### config.mk
export PLATFORM = sky130hd
export DESIGN_NAME = alu_seq
export DESIGN_NICKNAME = d
export VERILOG_FILES = /design/src/rtl/alu_seq.sv
export SDC_FILE = /design/constraint.sdc
export NUM_CORES = 1
export LEC_CHECK = 0
export ABC_AREA = 1
export CAP_MARGIN = 10
export CORE_AREA = 2 2 320 322
export CTS_BUF_LIST = sky130_fd_sc_hd__clkbuf_8
export DETAILED_ROUTE_END_ITERATION = 8
export DIE_AREA = 0 0 322 324
export GPL_TIMING_DRIVEN = 1
export PLACE_DENSITY = 0.47
export SLEW_MARGIN = 20
export SYNTH_ARGS = -nofsm -noshare
export SYNTH_HDL_FRONTEND = slang
export SYNTH_SLANG_ARGS = --single-unit
### constraint.sdc
create_clock -name clk -period 7.92 [get_ports clk]
set_input_delay 1.584 -clock clk [delete_from_list [all_inputs] [get_ports clk]]
set_output_delay 1.584 -clock clk [all_outputs]
set_load 0.05 [all_outputs]
### src/rtl/alu_seq.sv
// rtl/alu_seq.sv - multi-cycle integer ALU with iterative multiply and divide
// Ports:
//   clk              rising-edge clock
//   rst              synchronous active-high reset
//   start            request, sampled only while busy=0
//   lhs, rhs         operands, sampled with start
//   func             operation code, sampled with start
//   busy             a multiply or divide is in progress
//   done             one-cycle pulse: res/zero/neg newly written
//   res              registered result, held until the next done
//   zero, neg        flags registered together with res
module alu_seq #(
   parameter int WIDTH = 32
) (
   input  logic             clk,
   input  logic             rst,
   input  logic             start,
   input  logic [WIDTH-1:0] lhs,
   input  logic [WIDTH-1:0] rhs,
   input  logic [3:0]       func,
   output logic             busy,
   output logic             done,
   output logic [WIDTH-1:0] res,
   output logic             zero,
   output logic             neg
);

   localparam int CW = $clog2(WIDTH);

   localparam logic [3:0] F_ADD   = 4'd0;
   localparam logic [3:0] F_SUB   = 4'd1;
   localparam logic [3:0] F_AND   = 4'd2;
   localparam logic [3:0] F_OR    = 4'd3;
   localparam logic [3:0] F_XOR   = 4'd4;
   localparam logic [3:0] F_SLT   = 4'd5;
   localparam logic [3:0] F_SLTU  = 4'd6;
   localparam logic [3:0] F_MUL   = 4'd8;
   localparam logic [3:0] F_MULHU = 4'd9;
   localparam logic [3:0] F_DIV   = 4'd10;
   localparam logic [3:0] F_DIVU  = 4'd11;
   localparam logic [3:0] F_REM   = 4'd12;
   localparam logic [3:0] F_REMU  = 4'd13;

   typedef enum logic [1:0] {S_IDLE, S_MUL, S_DIV, S_FIX} state_t;

   state_t state, state_nx;

   // opa: multiplicand or divisor magnitude
   // opb: multiplier (shifts right) or dividend/quotient (shifts left)
   logic [CW-1:0]        cnt;
   logic [WIDTH-1:0]     opa, opb, rem;
   logic [2*WIDTH-1:0]   acc;
   logic [3:0]           op;
   logic                 lsgn, rsgn;

   logic                 is_mul, is_div, div_sgn, special, last;
   logic [WIDTH-1:0]     min_neg, basic_res, special_res, lhs_mag, rhs_mag;
   logic [WIDTH:0]       mul_sum, div_sh, div_diff;
   logic [2*WIDTH-1:0]   acc_step;
   logic [WIDTH-1:0]     rem_step, quo_step, q_fix, r_fix;
   logic                 wr_en;
   logic [WIDTH-1:0]     wr_val;

   // request decode and single-cycle results
   always_comb begin
      is_mul  = (func == F_MUL) || (func == F_MULHU);
      is_div  = (func == F_DIV) || (func == F_DIVU) || (func == F_REM) || (func == F_REMU);
      div_sgn = (func == F_DIV) || (func == F_REM);
      min_neg = {1'b1, {(WIDTH-1){1'b0}}};
      special = (rhs == '0) || (div_sgn && (lhs == min_neg) && (rhs == '1));
      lhs_mag = (div_sgn && lhs[WIDTH-1]) ? -lhs : lhs;
      rhs_mag = (div_sgn && rhs[WIDTH-1]) ? -rhs : rhs;

      case (func)
         F_SUB:   basic_res = lhs - rhs;
         F_AND:   basic_res = lhs & rhs;
         F_OR:    basic_res = lhs | rhs;
         F_XOR:   basic_res = lhs ^ rhs;
         F_SLT:   basic_res = {{(WIDTH-1){1'b0}}, ($signed(lhs) < $signed(rhs))};
         F_SLTU:  basic_res = {{(WIDTH-1){1'b0}}, (lhs < rhs)};
         default: basic_res = lhs + rhs;
      endcase

      if (rhs == '0)
         special_res = ((func == F_DIV) || (func == F_DIVU)) ? '1 : lhs;
      else
         special_res = (func == F_DIV) ? lhs : '0;
   end

   // one iteration of shift-add multiply and restoring divide
   always_comb begin
      last     = (cnt == CW'(WIDTH-1));
      // add the multiplicand into the upper half, then shift the whole accumulator right
      mul_sum  = {1'b0, acc[2*WIDTH-1:WIDTH]} + (opb[0] ? {1'b0, opa} : '0);
      acc_step = {mul_sum, acc[WIDTH-1:1]};
      // shift the next dividend bit into the partial remainder and trial-subtract
      div_sh   = {rem, opb[WIDTH-1]};
      div_diff = div_sh - {1'b0, opa};
      rem_step = div_diff[WIDTH] ? div_sh[WIDTH-1:0] : div_diff[WIDTH-1:0];
      quo_step = {opb[WIDTH-2:0], ~div_diff[WIDTH]};
      q_fix    = ((op == F_DIV) && (lsgn ^ rsgn)) ? -opb : opb;
      r_fix    = ((op == F_REM) && lsgn) ? -rem : rem;
   end

   // state register
   always_ff @(posedge clk) begin
      if (rst)
         state <= S_IDLE;
      else
         state <= state_nx;
   end

   // next-state logic
   always_comb begin
      state_nx = state;
      case (state)
         S_IDLE: begin
            if (start && is_mul)
               state_nx = S_MUL;
            else if (start && is_div && !special)
               state_nx = S_DIV;
         end
         S_MUL:   if (last) state_nx = S_IDLE;
         S_DIV:   if (last) state_nx = S_FIX;
         default: state_nx = S_IDLE;
      endcase
   end

   // outputs: busy and the result write strobe
   always_comb begin
      busy   = (state != S_IDLE);
      wr_en  = 1'b0;
      wr_val = basic_res;
      case (state)
         S_IDLE: begin
            if (start && is_div) begin
               wr_en  = special;
               wr_val = special_res;
            end else if (start && !is_mul) begin
               wr_en  = 1'b1;
               wr_val = basic_res;
            end
         end
         S_MUL: begin
            wr_en  = last;
            wr_val = (op == F_MULHU) ? acc_step[2*WIDTH-1:WIDTH] : acc_step[WIDTH-1:0];
         end
         S_FIX: begin
            wr_en  = 1'b1;
            wr_val = ((op == F_DIV) || (op == F_DIVU)) ? q_fix : r_fix;
         end
         default: ;
      endcase
   end

   // datapath and result registers
   always_ff @(posedge clk) begin
      if (rst) begin
         cnt  <= '0;
         opa  <= '0;
         opb  <= '0;
         rem  <= '0;
         acc  <= '0;
         op   <= '0;
         lsgn <= 1'b0;
         rsgn <= 1'b0;
         res  <= '0;
         zero <= 1'b1;
         neg  <= 1'b0;
         done <= 1'b0;
      end else begin
         done <= wr_en;
         if (wr_en) begin
            res  <= wr_val;
            zero <= (wr_val == '0);
            neg  <= wr_val[WIDTH-1];
         end
         case (state)
            S_IDLE: begin
               if (start && (is_mul || (is_div && !special))) begin
                  op  <= func;
                  cnt <= '0;
                  acc <= '0;
                  rem <= '0;
                  if (is_mul) begin
                     opa  <= lhs;
                     opb  <= rhs;
                     lsgn <= 1'b0;
                     rsgn <= 1'b0;
                  end else begin
                     opa  <= rhs_mag;
                     opb  <= lhs_mag;
                     lsgn <= div_sgn & lhs[WIDTH-1];
                     rsgn <= div_sgn & rhs[WIDTH-1];
                  end
               end
            end
            S_MUL: begin
               acc <= acc_step;
               opb <= opb >> 1;
               cnt <= cnt + CW'(1);
            end
            S_DIV: begin
               rem <= rem_step;
               opb <= quo_step;
               cnt <= cnt + CW'(1);
            end
            default: ;
         endcase
      end
   end

endmodule

==> flow_summary.json, run 1 <==
{
  "outcome": "completed",
  "p_per_area_nw_per_um2": 299.6,
  "post-dp-hpwl_mm": 105.9,
  "path_depth": 17,
  "synthCells": 4542,
  "setup.worst_path.end": "res[27]$_SDFFE_PP0P_",
  "max-slew-margin-rel": 0.1893,
  "start_util": 0.2483,
  "max-vdd-ir-drop_uv": 224.7,
  "worstMarginPinSlew_ps": 1212,
  "worstPathCellList": "clkdlybuf4s50_1 > inv_1 > nor2_2 > nand2_2 > nand2_2 > nand2_2 > buf_4 > inv_2 > nand3_1 > nand2_1 > nand2_1 > nand2_1 > inv_2 > nor2_1 > nor2_1 > o21ai_0 > inv_1",
  "antenna_found_initial": 3,
  "nets": 4776,
  "grt_pass1_vias": 28700,
  "cp.required_ps": 8440,
  "clock_sinks": 206,
  "ys_types": 55,
  "grt_pass1_wl_mm": 192.2,
  "synth-xor-area-share": 0.02200,
  "core_um2": 101000,
  "first_iter_violations": 3543,
  "crit_fanout": 45,
  "io_pins": 107,
  "wl_mm": 132.0,
  "cts_buffers": 45,
  "rr_endpoint": "zero$_SDFFE_PP1P_",
  "crit_path_start_kind": "input port",
  "ant_nets": 0,
  "path_buf_inv": 6,
  "cts_tree": "built",
  "switchingPower_uw": 4934,
  "final_util": 0.2786,
  "power.share.combinational": 0.661,
  "async_flop_share": 0,
  "fmax_mhz": 183.9,
  "vias": 31080,
  "rsz0062_at_grt": "no",
  "layout-drive-gt1-share": 0.03790,
  "syn-cell-area_um2": 25080,
  "finalHoldViolations": 0,
  "die_area_um2": 104300,
  "critical_path.top_delay_family": "simple AND/OR/NAND/NOR gates",
  "cp.arrival_ps": 5950,
  "synth_top_family_by_area": "simple AND/OR/NAND/NOR gates",
  "synth_nets": 4788,
  "pwr-share-clk": 0.154,
  "power_frac_seq": 0.186,
  "p_leak_uw": 0.01302,
  "slowest_stage": "nand2_1",
  "ys.flop_type": "dfxtp_1",
  "ys_ff_latch": 206,
  "rows": 117,
  "synth_compound_area_frac": 0.2189,
  "report.final.slew_viol_count": 0,
  "syn_to_final_growth_pct": 12.21,
  "viasPerCell": 5.291,
  "ys.warnings.count": 0,
  "worst-r2r-cell-count": 24,
  "path_clk_slew_ps": 60,
  "crit_type": "in -> reg",
  "cts_resized": 0,
  "timing.final.crit_period_ps": 5438,
  "maxCapViolCount": 0,
  "skew_ps": 29.02,
  "clockRootBuffer": "clkbuf_8",
  "r2r-start": "opb[0]$_SDFFE_PP0P_",
  "synth_area_leader_cell": "nand2_1",
  "grt_usage": 0.2458,
  "synth-seq-area-share": 0.1644,
  "route.detailed.drc": 0,
  "tns_ps": 0,
  "intPower_uw": 3498,
  "synth_top_area_frac": 0.1934,
  "swShare": 0.5852,
  "grt_max_degree": 70,
  "first_pass_iters": 6,
  "startpoint": "func[3]",
  "synthMuxAreaShare": 0,
  "yosys.area_share.simple": 0.3845,
  "hold_class": "reg -> reg",
  "overflow": 0,
  "synthAdderAreaFrac": 0.08851,
  "hold_buffers": 0,
  "h-tree-depth": 2,
  "worst_path_largest_cell_delay_ps": 630,
  "min_path_cells": 2,
  "port_buffers": 106,
  "syn_area_per_cell_um2": 5.521,
  "gp_congestion": 0.9954,
  "setup_viol": 0,
  "clock_latency_ps": 640,
  "die_x_um": 322,
  "worst_setup_path_end_kind": "register",
  "die_y_um": 324,
  "period_share": 0.6866,
  "postCtsSetupRepairBufs": 0,
  "reg2reg_slack_ps": 3680,
  "routedWlPerCell_um": 22.46,
  "yosys-top-cells-area": "nand2_1 (19%), dfxtp_1 (16%), a21oi_1 (9.0%)",
  "synth_edf_count": 0,
  "clk_path_buf_depth": 3
}
-- Yosys cell counts (all sizes together) (60+ instances only) --
| cell | number |
|---|---|
| clkbuf | 86 |
| nor2 | 495 |
| nand3 | 378 |
| ha | 171 |
| o21ai | 333 |
| a21oi | 452 |
| buf | 113 |
| nand2 | 1300 |
| nand4 | 67 |
| dfxtp | 206 |
| inv | 571 |
| nor3 | 60 |
-- power by group through the flow --
| stage | Clock (µW) | Combinational [µW] | Sequential (µW) |
|---|---|---|---|
| 2_1_floorplan | 0 | 3530 | 1640 |
| 3_3_place_gp | 0 | 5450 | 1580 |
| 3_5_place_dp | 0 | 5440 | 1570 |
| 4_1_cts | 1330 | 5460 | 1550 |
| 5_1_grt | 1370 | 6070 | 1580 |
| 6_report | 1300 | 5570 | 1560 |
-- flip-flops by register name, summed over array words and instances, names as in the netlist --
| register | count |
|---|---|
| op | 4 |
| opa | 32 |
| opb | 32 |
| rem | 32 |
| acc | 63 |
| done | 1 |
| zero | 1 |
| cnt | 5 |
| res | 32 |
| lsgn | 1 |
| state | 2 |
| rsgn | 1 |
-- tightest hold or removal path: cells and delay by family (launching register included) --
kind,cells,cell delay [ps]
AOI/OAI and AO/OA,1,50
DFF,1,310
and+or+nand+nor,1,60
-- cell usage in the layout (no fill, tap or decap), drive strengths merged, types with 2 or more instances in the layout --
cell type	n
a21o	5
ha	171
nor2	495
a22oi	6
o22ai	44
a21boi	3
o211ai	42
nand4	67
and3	2
nor3	60
a221oi	13
o221ai	10
dfxtp	206
inv	581
clkdlybuf4s50	105
xnor2	11
clkbuf	61
o31ai	6
clkinvlp	3
o21a	6
o21bai	13
buf	35
xor2	52
a211oi	26
a21oi	452
and2	4
or2	3
a31oi	37
nor4	11
o21ai	333
nand3	378
fa	4
nand3b	5
o211a	2
nand2	1300
clkinv	10
-- layer usage --
metal | routed length [µm] | global-route usage
met1 | 58980 | 0.3357
met2 | 57760 | 0.3916
met3 | 10850 | 0.04433
met4 | 4358 | 0.07414
met5 | 12 | 0
-- layout make-up --
class	instances	area (µm²)
inverters	574	2157
clock inverters	21	136.4
clock buffers	61	839.6
repair buffers	140	1314
fillers	11780	72870
well taps	1309	1638
flip-flops and latches	206	4124
multi-input cells	3563	17930
diodes	1	2.502
-- cell families (layout without fill, tap and decap cells) --
logic type / after synthesis / count (layout)
AOI/OAI and AO/OA: 999 / 999
xor gates and xnor gates: 63 / 63
adders and majority gates: 175 / 175
buffers and inverters: 773 / 796
DFF: 206 / 206
other: 0 / 1
and+or+nand+nor: 2326 / 2326
-- worst min path at each step --
stage	startpoint	to	slack [ps]
floorplan	acc[1]$_SDFFE_PP0P_	acc[1]$_SDFFE_PP0P_	440
global placement	acc[1]$_SDFFE_PP0P_	acc[1]$_SDFFE_PP0P_	450
detailed placement	acc[1]$_SDFFE_PP0P_	acc[1]$_SDFFE_PP0P_	460
CTS	acc[1]$_SDFFE_PP0P_	acc[1]$_SDFFE_PP0P_	470
global route	acc[44]$_SDFFE_PP0P_	acc[44]$_SDFFE_PP0P_	480
finish	acc[62]$_SDFFE_PP0P_	acc[62]$_SDFFE_PP0P_	470
-- through the flow --
step	setup slack [ps]	std cells	hold slack (ps)	area, µm²	power (µW)
floorplan	4169	4542	436.9	25080	5168
global placement	1670	5792	450.4	27160	7027
detailed placement	1975	5792	455.2	27160	7007
CTS	2629	5874	465.3	28140	8345
global route	2147	5875	478.8	28140	9015
finish	2482	5875	465.9	28140	8431
(Power assumes the default switching activity.)
==> run 2: changes to the inputs <==
- clock period: 7.92 -> 5.1 ns (I/O delays scaled with it)
==> flow_summary.json, run 2 (synthesized netlist as in run 1, its figures left out) <==
{
  "outcome": "completed",
  "first_pass_iters": 6,
  "clockRootBuffer": "clkbuf_8",
  "clk_path_buf_depth": 3,
  "report.final.slew_viol_count": 0,
  "ant_nets": 0,
  "hold_buffers": 0,
  "grt_pass1_vias": 29550,
  "first_iter_violations": 3155,
  "final_common_cell": "nand2_1",
  "die_area_um2": 104300,
  "die_y_um": 324,
  "grt_pass1_wl_mm": 200.7,
  "max-slew-margin-rel": 0.2969,
  "clock_latency_ps": 670,
  "maxCapViolCount": 0,
  "p_leak_uw": 0.01399,
  "timing.final.crit_period_ps": 4382,
  "largest_reg_flops": 63,
  "crit_fanout": 6,
  "routedWlPerCell_um": 23.10,
  "cts_resized": 0,
  "syn_to_final_growth_pct": 18.33,
  "crit_type": "in -> reg",
  "post-dp-hpwl_mm": 114.8,
  "cts_tree": "built",
  "start_util": 0.2483,
  "reg2reg_slack_ps": 740,
  "overflow": 0,
  "h-tree-depth": 2,
  "port_buffers": 106,
  "postCtsSetupRepairBufs": 0,
  "largest-register": "acc",
  "antenna_found_initial": 4,
  "tns_ps": 0,
  "period_share": 0.8592,
  "worstMarginPinSlew_ps": 1054,
  "fillers": 11720,
  "vias": 31680,
  "p_per_area_nw_per_um2": 460.5,
  "grt_usage": 0.2600,
  "fmax_mhz": 228.2,
  "max-vdd-ir-drop_uv": 450.0,
  "skew_ps": 53.19,
  "worst_setup_path_end_kind": "register",
  "gp_congestion": 1.014,
  "layout.cells.non_filler": 6062,
  "layout-drive-gt1-share": 0.07534,
  "dp.cells": 5980,
  "core_um2": 101000,
  "clock_sinks": 206,
  "wl_mm": 140.0,
  "final_cell_mix": "nand2_1 (1291), inv_1 (561), nor2_1 (475)",
  "rsz0062_at_grt": "no",
  "crit_path_start_kind": "input port",
  "cp.arrival_ps": 4960,
  "cp.required_ps": 5680,
  "finalHoldViolations": 0,
  "io_pins": 107,
  "route.detailed.drc": 0,
  "cts_buffers": 43,
  "nets": 4963,
  "viasPerCell": 5.226,
  "grt_max_degree": 63,
  "hold_class": "reg -> reg",
  "path_clk_slew_ps": 70,
  "die_x_um": 322,
  "rows": 117,
  "setup_viol": 0
}
==> run 2: cell count changes in the layout (fill, tap and decap cells not counted), sizes merged <==
cell / change
buf: +189
bufinv: +2
clkbuf: -3
clkinvlp: -1
==> run 2: area by class of cell <==
type | count | area (µm²) | area share
antenna | 1 | 2.502 | 0.00008433
multi-input combinational | 3563 | 17920 | 0.6040
sequential | 206 | 4124 | 0.1390
inverter | 574 | 2155 | 0.07261
clock buffer | 58 | 798.3 | 0.02690
timing repair buffer | 329 | 2845 | 0.09588
tap | 1309 | 1638 | 0.05519
clock inverter | 22 | 187.7 | 0.006325
==> run 2: final timing paths <==
path / startpoint / endpoint / depth (start not counted)
min: acc[43]$_SDFFE_PP0P_ / acc[43]$_SDFFE_PP0P_ / 2
min reg2reg: acc[43]$_SDFFE_PP0P_ / acc[43]$_SDFFE_PP0P_ / 2
max reg2reg: opb[0]$_SDFFE_PP0P_ / zero$_SDFFE_PP1P_ / 19
max: lhs[5] / zero$_SDFFE_PP1P_ / 27
==> run 2: where the power goes <==
group	leakage [µW]	switching, µW	total [µW]	internal, µW
combinational	0.0118	6520	9170	2650
sequential	0.00168	478	2420	1940
clock	0.000538	895	2070	1170
==> run 2: through the flow <==
step | instance area (µm²) | hold slack [ps] | total power [µW] | utilization | setup slack, ps
2_1_floorplan | 25080 | 436.9 | 8026 | - | 1913
3_5_place_dp | 28670 | 456.4 | 11370 | 0.2838 | 225.1
6_report | 29670 | 466.5 | 13660 | 0.2938 | 718.2
5_1_grt | 29670 | 483.6 | 14540 | 0.2938 | 469.1
3_3_place_gp | 28670 | 453.2 | 11390 | 0.2838 | 142.3
4_1_cts | 29650 | 467.0 | 13490 | 0.2936 | 808.9
==> run 2: routing by layer <==
metal,up-vias,share of wire,wire length (µm),track usage
met5,-,0.00019,27,0
met4,4,0.046,6455,0.1094
met3,269,0.071,9881,0.03403
met2,1360,0.44,62200,0.4193
met1,14780,0.44,61450,0.3475
li1,15270,-,-,-
==> run 2: critical path, stage by stage <==
cell	delay, ps
clkdlybuf4s50_1	640
inv_1	150
ha_1	380
buf_4	190
inv_1	130
nand2_1	130
inv_1	80
nand3_1	90
nand2_1	230
nand2_1	120
nand2_1	170
nand2_1	110
nand2_1	70
nand2_1	50
nand3_1	90
nand2_1	60
nand2_1	220
nand2_1	80
nand2_1	140
nand2_1	110
nand2_1	140
nand3_1	80
nor2_1	180
nand3_1	90
nor2_1	100
nand2_1	60
nand2_1	50
